**src/rtl/host_frame_writer.sv**
```systemverilog
// host_frame_writer
//   Turns host commands (connect / disconnect / send) into framed words written
//   into a downstream FIFO.  Frame layout:
//     CONNECT, DISCONNECT : HDR
//     SEND                : HDR, LEN, payload words..., CSUM (when CSUM_EN)
//   HDR  = zero-extended {addr, opcode}
//   LEN  = (length + LEN_OFFSET) mod 2^DW
//   CSUM = XOR of all payload words of the frame
//   HOST_AW + 3 must not exceed DW so the header fits in one word.
//
// Ports
//   clk, rst_n               clock, asynchronous active-low reset
//   full_i                   downstream FIFO full; stalls any write
//   connect_req_i            connect request (level, held until cmd_ack_o)
//   connect_host_addr_i      address used by connect and send
//   disconnect_req_i         disconnect request (level)
//   disconnect_addr_i        address used by disconnect
//   send_req_i               send request (level)
//   message_length_i         send payload length in words
//   payload_valid_i/data_i   payload word offered by the source
//   payload_ready_o          payload word taken this cycle (combinational)
//   cmd_ack_o                registered pulse: a command was taken
//   busy_o                   registered: FSM is not idle
//   len_err_o                registered pulse: send rejected for its length
//   writereq_o, data_o       FIFO write strobe and data (combinational)
module host_frame_writer #(
    parameter int          HOST_AW    = 4,
    parameter int          DW         = 8,
    parameter int          LEN_OFFSET = 21,
    parameter int unsigned MAX_LEN    = 255,
    parameter int          CSUM_EN    = 1
) (
    input  logic               clk,
    input  logic               rst_n,
    input  logic               full_i,
    input  logic               connect_req_i,
    input  logic [HOST_AW-1:0] connect_host_addr_i,
    input  logic               disconnect_req_i,
    input  logic [HOST_AW-1:0] disconnect_addr_i,
    input  logic               send_req_i,
    input  logic [7:0]         message_length_i,
    input  logic               payload_valid_i,
    input  logic [DW-1:0]      payload_data_i,
    output logic               payload_ready_o,
    output logic               cmd_ack_o,
    output logic               busy_o,
    output logic               len_err_o,
    output logic               writereq_o,
    output logic [DW-1:0]      data_o
);

    localparam logic [2:0] OP_CONNECT    = 3'b000;
    localparam logic [2:0] OP_DISCONNECT = 3'b001;
    localparam logic [2:0] OP_SEND       = 3'b010;

    typedef enum logic [2:0] {
        S_IDLE,
        S_HDR,
        S_LEN,
        S_PAY,
        S_CSUM
    } state_t;

    state_t             r_state;
    state_t             w_state_nxt;
    logic [2:0]         r_op;
    logic [HOST_AW-1:0] r_addr;
    logic [7:0]         r_len;
    logic [7:0]         r_cnt;
    logic [DW-1:0]      r_csum;
    logic               r_cmd_ack;
    logic               r_len_err;
    logic               r_busy;

    logic               w_accept;
    logic               w_reject;
    logic               w_xfer;
    logic [2:0]         w_sel_op;
    logic [HOST_AW-1:0] w_sel_addr;
    logic [7:0]         w_sel_len;
    logic [DW-1:0]      w_hdr;
    logic [DW-1:0]      w_len_word;
    state_t             w_after_pay;

    assign w_hdr       = DW'({r_addr, r_op});
    assign w_len_word  = DW'(r_len) + DW'(LEN_OFFSET);
    assign w_after_pay = (CSUM_EN != 0) ? S_CSUM : S_IDLE;

    assign cmd_ack_o = r_cmd_ack;
    assign len_err_o = r_len_err;
    assign busy_o    = r_busy;

    always_ff @(posedge clk or negedge rst_n) begin
        if (!rst_n) begin
            r_state <= S_IDLE;
        end else begin
            r_state <= w_state_nxt;
        end
    end

    always_comb begin
        w_state_nxt     = r_state;
        w_accept        = 1'b0;
        w_reject        = 1'b0;
        w_xfer          = 1'b0;
        w_sel_op        = OP_CONNECT;
        w_sel_addr      = '0;
        w_sel_len       = '0;
        writereq_o      = 1'b0;
        data_o          = '0;
        payload_ready_o = 1'b0;

        case (r_state)
            S_IDLE: begin
                // A rejected send leaves us in IDLE with its request still
                // asserted during the ack cycle; skip arbitration while the ack
                // is showing so the same request is not taken twice.
                if (!r_cmd_ack) begin
                    if (connect_req_i) begin
                        w_accept   = 1'b1;
                        w_sel_op   = OP_CONNECT;
                        w_sel_addr = connect_host_addr_i;
                    end else if (disconnect_req_i) begin
                        w_accept   = 1'b1;
                        w_sel_op   = OP_DISCONNECT;
                        w_sel_addr = disconnect_addr_i;
                    end else if (send_req_i) begin
                        if (32'(message_length_i) > MAX_LEN) begin
                            w_reject = 1'b1;
                        end else begin
                            w_accept   = 1'b1;
                            w_sel_op   = OP_SEND;
                            w_sel_addr = connect_host_addr_i;
                            w_sel_len  = message_length_i;
                        end
                    end
                end
                if (w_accept) begin
                    w_state_nxt = S_HDR;
                end
            end
            S_HDR: begin
                if (!full_i) begin
                    writereq_o  = 1'b1;
                    data_o      = w_hdr;
                    w_state_nxt = (r_op == OP_SEND) ? S_LEN : S_IDLE;
                end
            end
            S_LEN: begin
                if (!full_i) begin
                    writereq_o = 1'b1;
                    data_o     = w_len_word;
                    if (r_len != 8'd0) begin
                        w_state_nxt = S_PAY;
                    end else begin
                        w_state_nxt = w_after_pay;
                    end
                end
            end
            S_PAY: begin
                // Zero-latency pass-through: the accepted payload word is the
                // FIFO write of the same cycle.
                payload_ready_o = !full_i;
                if (payload_valid_i && !full_i) begin
                    w_xfer     = 1'b1;
                    writereq_o = 1'b1;
                    data_o     = payload_data_i;
                    if (r_cnt == 8'd1) begin
                        w_state_nxt = w_after_pay;
                    end
                end
            end
            S_CSUM: begin
                if (!full_i) begin
                    writereq_o  = 1'b1;
                    data_o      = r_csum;
                    w_state_nxt = S_IDLE;
                end
            end
            default: begin
                w_state_nxt = S_IDLE;
            end
        endcase
    end

    always_ff @(posedge clk or negedge rst_n) begin
        if (!rst_n) begin
            r_op      <= OP_CONNECT;
            r_addr    <= '0;
            r_len     <= '0;
            r_cnt     <= '0;
            r_csum    <= '0;
            r_cmd_ack <= 1'b0;
            r_len_err <= 1'b0;
            r_busy    <= 1'b0;
        end else begin
            r_cmd_ack <= w_accept | w_reject;
            r_len_err <= w_reject;
            r_busy    <= (w_state_nxt != S_IDLE);
            if (w_accept || w_reject) begin
                r_csum <= '0;
            end else if (w_xfer) begin
                r_csum <= r_csum ^ payload_data_i;
            end
            if (w_accept) begin
                r_op   <= w_sel_op;
                r_addr <= w_sel_addr;
                r_len  <= w_sel_len;
                r_cnt  <= w_sel_len;
            end else if (w_xfer) begin
                r_cnt <= r_cnt - 8'd1;
            end
        end
    end

endmodule

```
**config.mk**
```make
export PLATFORM = sky130hd
export DESIGN_NAME = host_frame_writer
export DESIGN_NICKNAME = d
export VERILOG_FILES = /design/src/rtl/host_frame_writer.sv
export SDC_FILE = /design/constraint.sdc
export NUM_CORES = 1
export LEC_CHECK = 0
export BUFFER_PORTS_ARGS = -buffer_cell sky130_fd_sc_hd__buf_2
export CORE_MARGIN = 2
export CORE_UTILIZATION = 49
export DETAILED_ROUTE_END_ITERATION = 10
export MAX_ROUTING_LAYER = met4
export PLACE_DENSITY = 0.83
export SLEW_MARGIN = 20
export SYNTH_ARGS = -nofsm -noshare
export SYNTH_HDL_FRONTEND = slang
export SYNTH_SLANG_ARGS = --single-unit
```
**constraint.sdc**
```tcl
create_clock -name clk -period 1.6 [get_ports clk]
set_input_delay 0.16 -clock clk [delete_from_list [all_inputs] [get_ports clk]]
set_output_delay 0.16 -clock clk [all_outputs]
set_load 0.005 [all_outputs]
```
==> flow_summary.json <==
{
  "outcome": "finished, violations left",
  "failed_checks": "setup timing",
  "grt_start_max_net_pins": 36,
  "cellPowerDensity_nw_per_um2": 1760,
  "critPathRequiredTime_ps": 1440,
  "hold_class": "in2reg",
  "synth-xor-area-share_pct": 6.10,
  "crit_path_end_kind": "output port",
  "place_congestion": 1.03,
  "synth_nets": 271,
  "num_rows": 24,
  "synth_warnings": 0,
  "cts_max_level": 2,
  "fmaxAchievable_ghz": 0.509,
  "slew_viol_final": 0,
  "p_leak_uw": 0.00162,
  "clockBufferDepth": 2,
  "syn2layout_area_growth_pct": 54.7,
  "cts_made_buffers": 5,
  "netlist_top_cells_area": "dfrtp_1 41%, xor2_1 4.1%, nand2_1 3.5%",
  "path_max_fanout": 7,
  "finalNetCount": 376,
  "ys_seq_area_share_pct": 40.7,
  "synth_edf_count": 0,
  "grt.overflow.total": 0,
  "wl_per_cell_um": 20.6,
  "finClkSkew_ps": 5.77,
  "portBuffers": 42,
  "hold_viol": 0,
  "die_h_um": 70.3,
  "rsz0062_at_grt": "yes",
  "diodes": 0,
  "drc_errors": 0,
  "drive_above_1_share_pct": 52.3,
  "min_period_ps": 1960,
  "regArea_sq_um": 881,
  "use_met3_pct": 4.91,
  "synthSimpleGateAreaFrac_pct": 23.1,
  "synth_cell_type_count": 54,
  "muxShareOfSynthArea_pct": 0,
  "synth_area_sq_um": 2150,
  "cts_tree": "done",
  "clk_pin_slew_worst_paths_ps": 80,
  "setup_viol": 42,
  "peakVddDrop_uv": 1180,
  "dp_hpwl_um": 4460,
  "synth.top_cell.area_share_pct": 40.7,
  "syn_avg_cell_area_sq_um": 9.12,
  "synthCells": 236,
  "grt_pass1_vias": 2225,
  "async_reset_ff_share_pct": 100,
  "hold_ws_ps": 61.9,
  "grt_antenna_before_repair": 0,
  "drv_cap": 0,
  "die_w_um": 70.3,
  "synth_compound_area_share_pct": 22.0,
  "fp.dieArea_sq_um": 4940,
  "met2_usage_pct": 45.7,
  "core_sq_um": 4290,
  "drtIter0Drc": 245,
  "synth_flop_cell": "dfrtp_1",
  "via_per_inst": 6.35,
  "clock_sinks": 35,
  "worstSkewPairLatency_ps": 310,
  "fin_util_pct": 77.6,
  "setup_slack_ps": -364,
  "grt-busiest-layer": "met2",
  "fin_setup_tns_ps": -6500,
  "routed_wl_um": 8100,
  "synthMostInstantiatedCell": "dfrtp_1",
  "crit_type": "reg2out",
  "arrival_ps": 1800,
  "postRouteAntennaNets": 0,
  "nFillCells": 256,
  "synth_top_family_by_area": "simple AND/OR/NAND/NOR gates",
  "synth_adder_area_share_pct": 2.32,
  "start_util_pct": 50.1,
  "use_met1_pct": 37.0,
  "num_io_pins": 44,
  "cts_root_buf": "clkbuf_8",
  "track_usage_pct": 29.2,
  "synth_area_leader_cell": "dfrtp_1",
  "first_pass_iters": 7,
  "start_kind": "flop",
  "ys_seq_elements": 35,
  "vias": 2500,
  "yosys-top-cells-count": "35 x dfrtp_1, 20 x nand2_1, 20 x nor2_1, 15 x nand3_1, 13 x o21ai_0",
  "grt_pass1_wl_um": 10900,
  "multi_input_area_sq_um": 1440,
  "fin_crit_sh_pct": 123
}
[where the power goes]
group	internal, uW	switching, uW
combinational	1810	1710
sequential	1180	337
clock	464	376
total	3450	2430
[critical path, cell delays in order, from the launching register on]
cell and delay [ps]:
dfrtp_2 460, or4b_4 580, buf_4 170, o22ai_1 140, buf_2 150
[state kept, by name, summed over array words and instances, names as in the netlist]
register	count
r_state	3
r_op	2
r_len	8
cmd_ack_o	1
r_csum	8
busy_o	1
r_cnt	8
r_addr	4
[path summary, 6_finish.rpt]
| kind | slack (ps) | endpoint | cells after the start | from |
|---|---|---|---|---|
| setup / recovery | -360 | data_o[5] | 4 | r_state[2]$_DFF_PN0_ |
| hold / removal | 60 | r_addr[3]$_DFFE_PN0P_ | 3 | connect_host_addr_i[3] |
| setup reg to reg | -230 | r_cnt[7]$_DFFE_PN0P_ | 8 | r_state[0]$_DFF_PN0_ |
| hold reg to reg | 520 | r_addr[2]$_DFFE_PN0P_ | 2 | r_addr[2]$_DFFE_PN0P_ |
| max in group asynchronous | 820 | r_len[0]$_DFFE_PN0P_ | 3 | rst_n |
| min in group asynchronous | 430 | r_csum[7]$_DFFE_PN0P_ | 3 | rst_n |
[per-layer routing]
metal | vias to the layer above | routed length, um
met5 | - | 0
met4 | 0 | 439
met3 | 48 | 720
met2 | 193 | 3930
met1 | 1197 | 3010
li1 | 1062 | -
[cell families (layout without fill, tap and decap cells)]
group                      Yosys count  count (layout)
buffers and inverters               23             128
AOI/OAI and AO/OA                   67              67
and+or+nand+nor                     91              92
adders and majority gates            4               4
xor gates and xnor gates            15              15
other                                1               1
DFF                                 35              35
[through the flow]
step	area [sq um]	power, uW	setup slack (ps)	std cells
4_1_cts	3090	5130	-295	386
6_report	3330	5870	-364	394
3_3_place_gp	2700	3770	-91.5	362
2_1_floorplan	2160	2840	26.6	236
3_5_place_dp	2700	3850	-119	362
5_1_grt	3330	6140	-365	394
[repair_timing]
| item | in CTS | in global routing |
|---|---|---|
| endpoints found under the setup margin | 23 | 44 |
| pin swaps | 31 | 23 |
| hold buffers | 1 | 0 |
| resized for setup | 55 | 44 |
| endpoints found under the hold margin | 35 | 0 |
| cloned | 1 | 1 |
| buffers inserted | 14 | 8 |
[layout make-up]
type | instances | share of cell area, %
Sequential cell | 35 | 26.4
Clock buffer | 5 | 2.07
Inverter | 8 | 1.13
Tap cell | 52 | 1.95
Multi-Input combinational cell | 179 | 43.3
Clock inverter | 3 | 1.31
Timing Repair Buffer | 112 | 23.8
[layout by cell type (no fill, tap or decap), drive strengths merged, types with 6 or more instances in the layout]
cell type  count
a21o           6
nand3         15
dfrtp         35
inv            8
a21oi          8
nor2          20
buf          111
a22oi          8
xor2          10
nand2         20
o21ai         13
No activity file was read; power rests on OpenSTA's default activity.
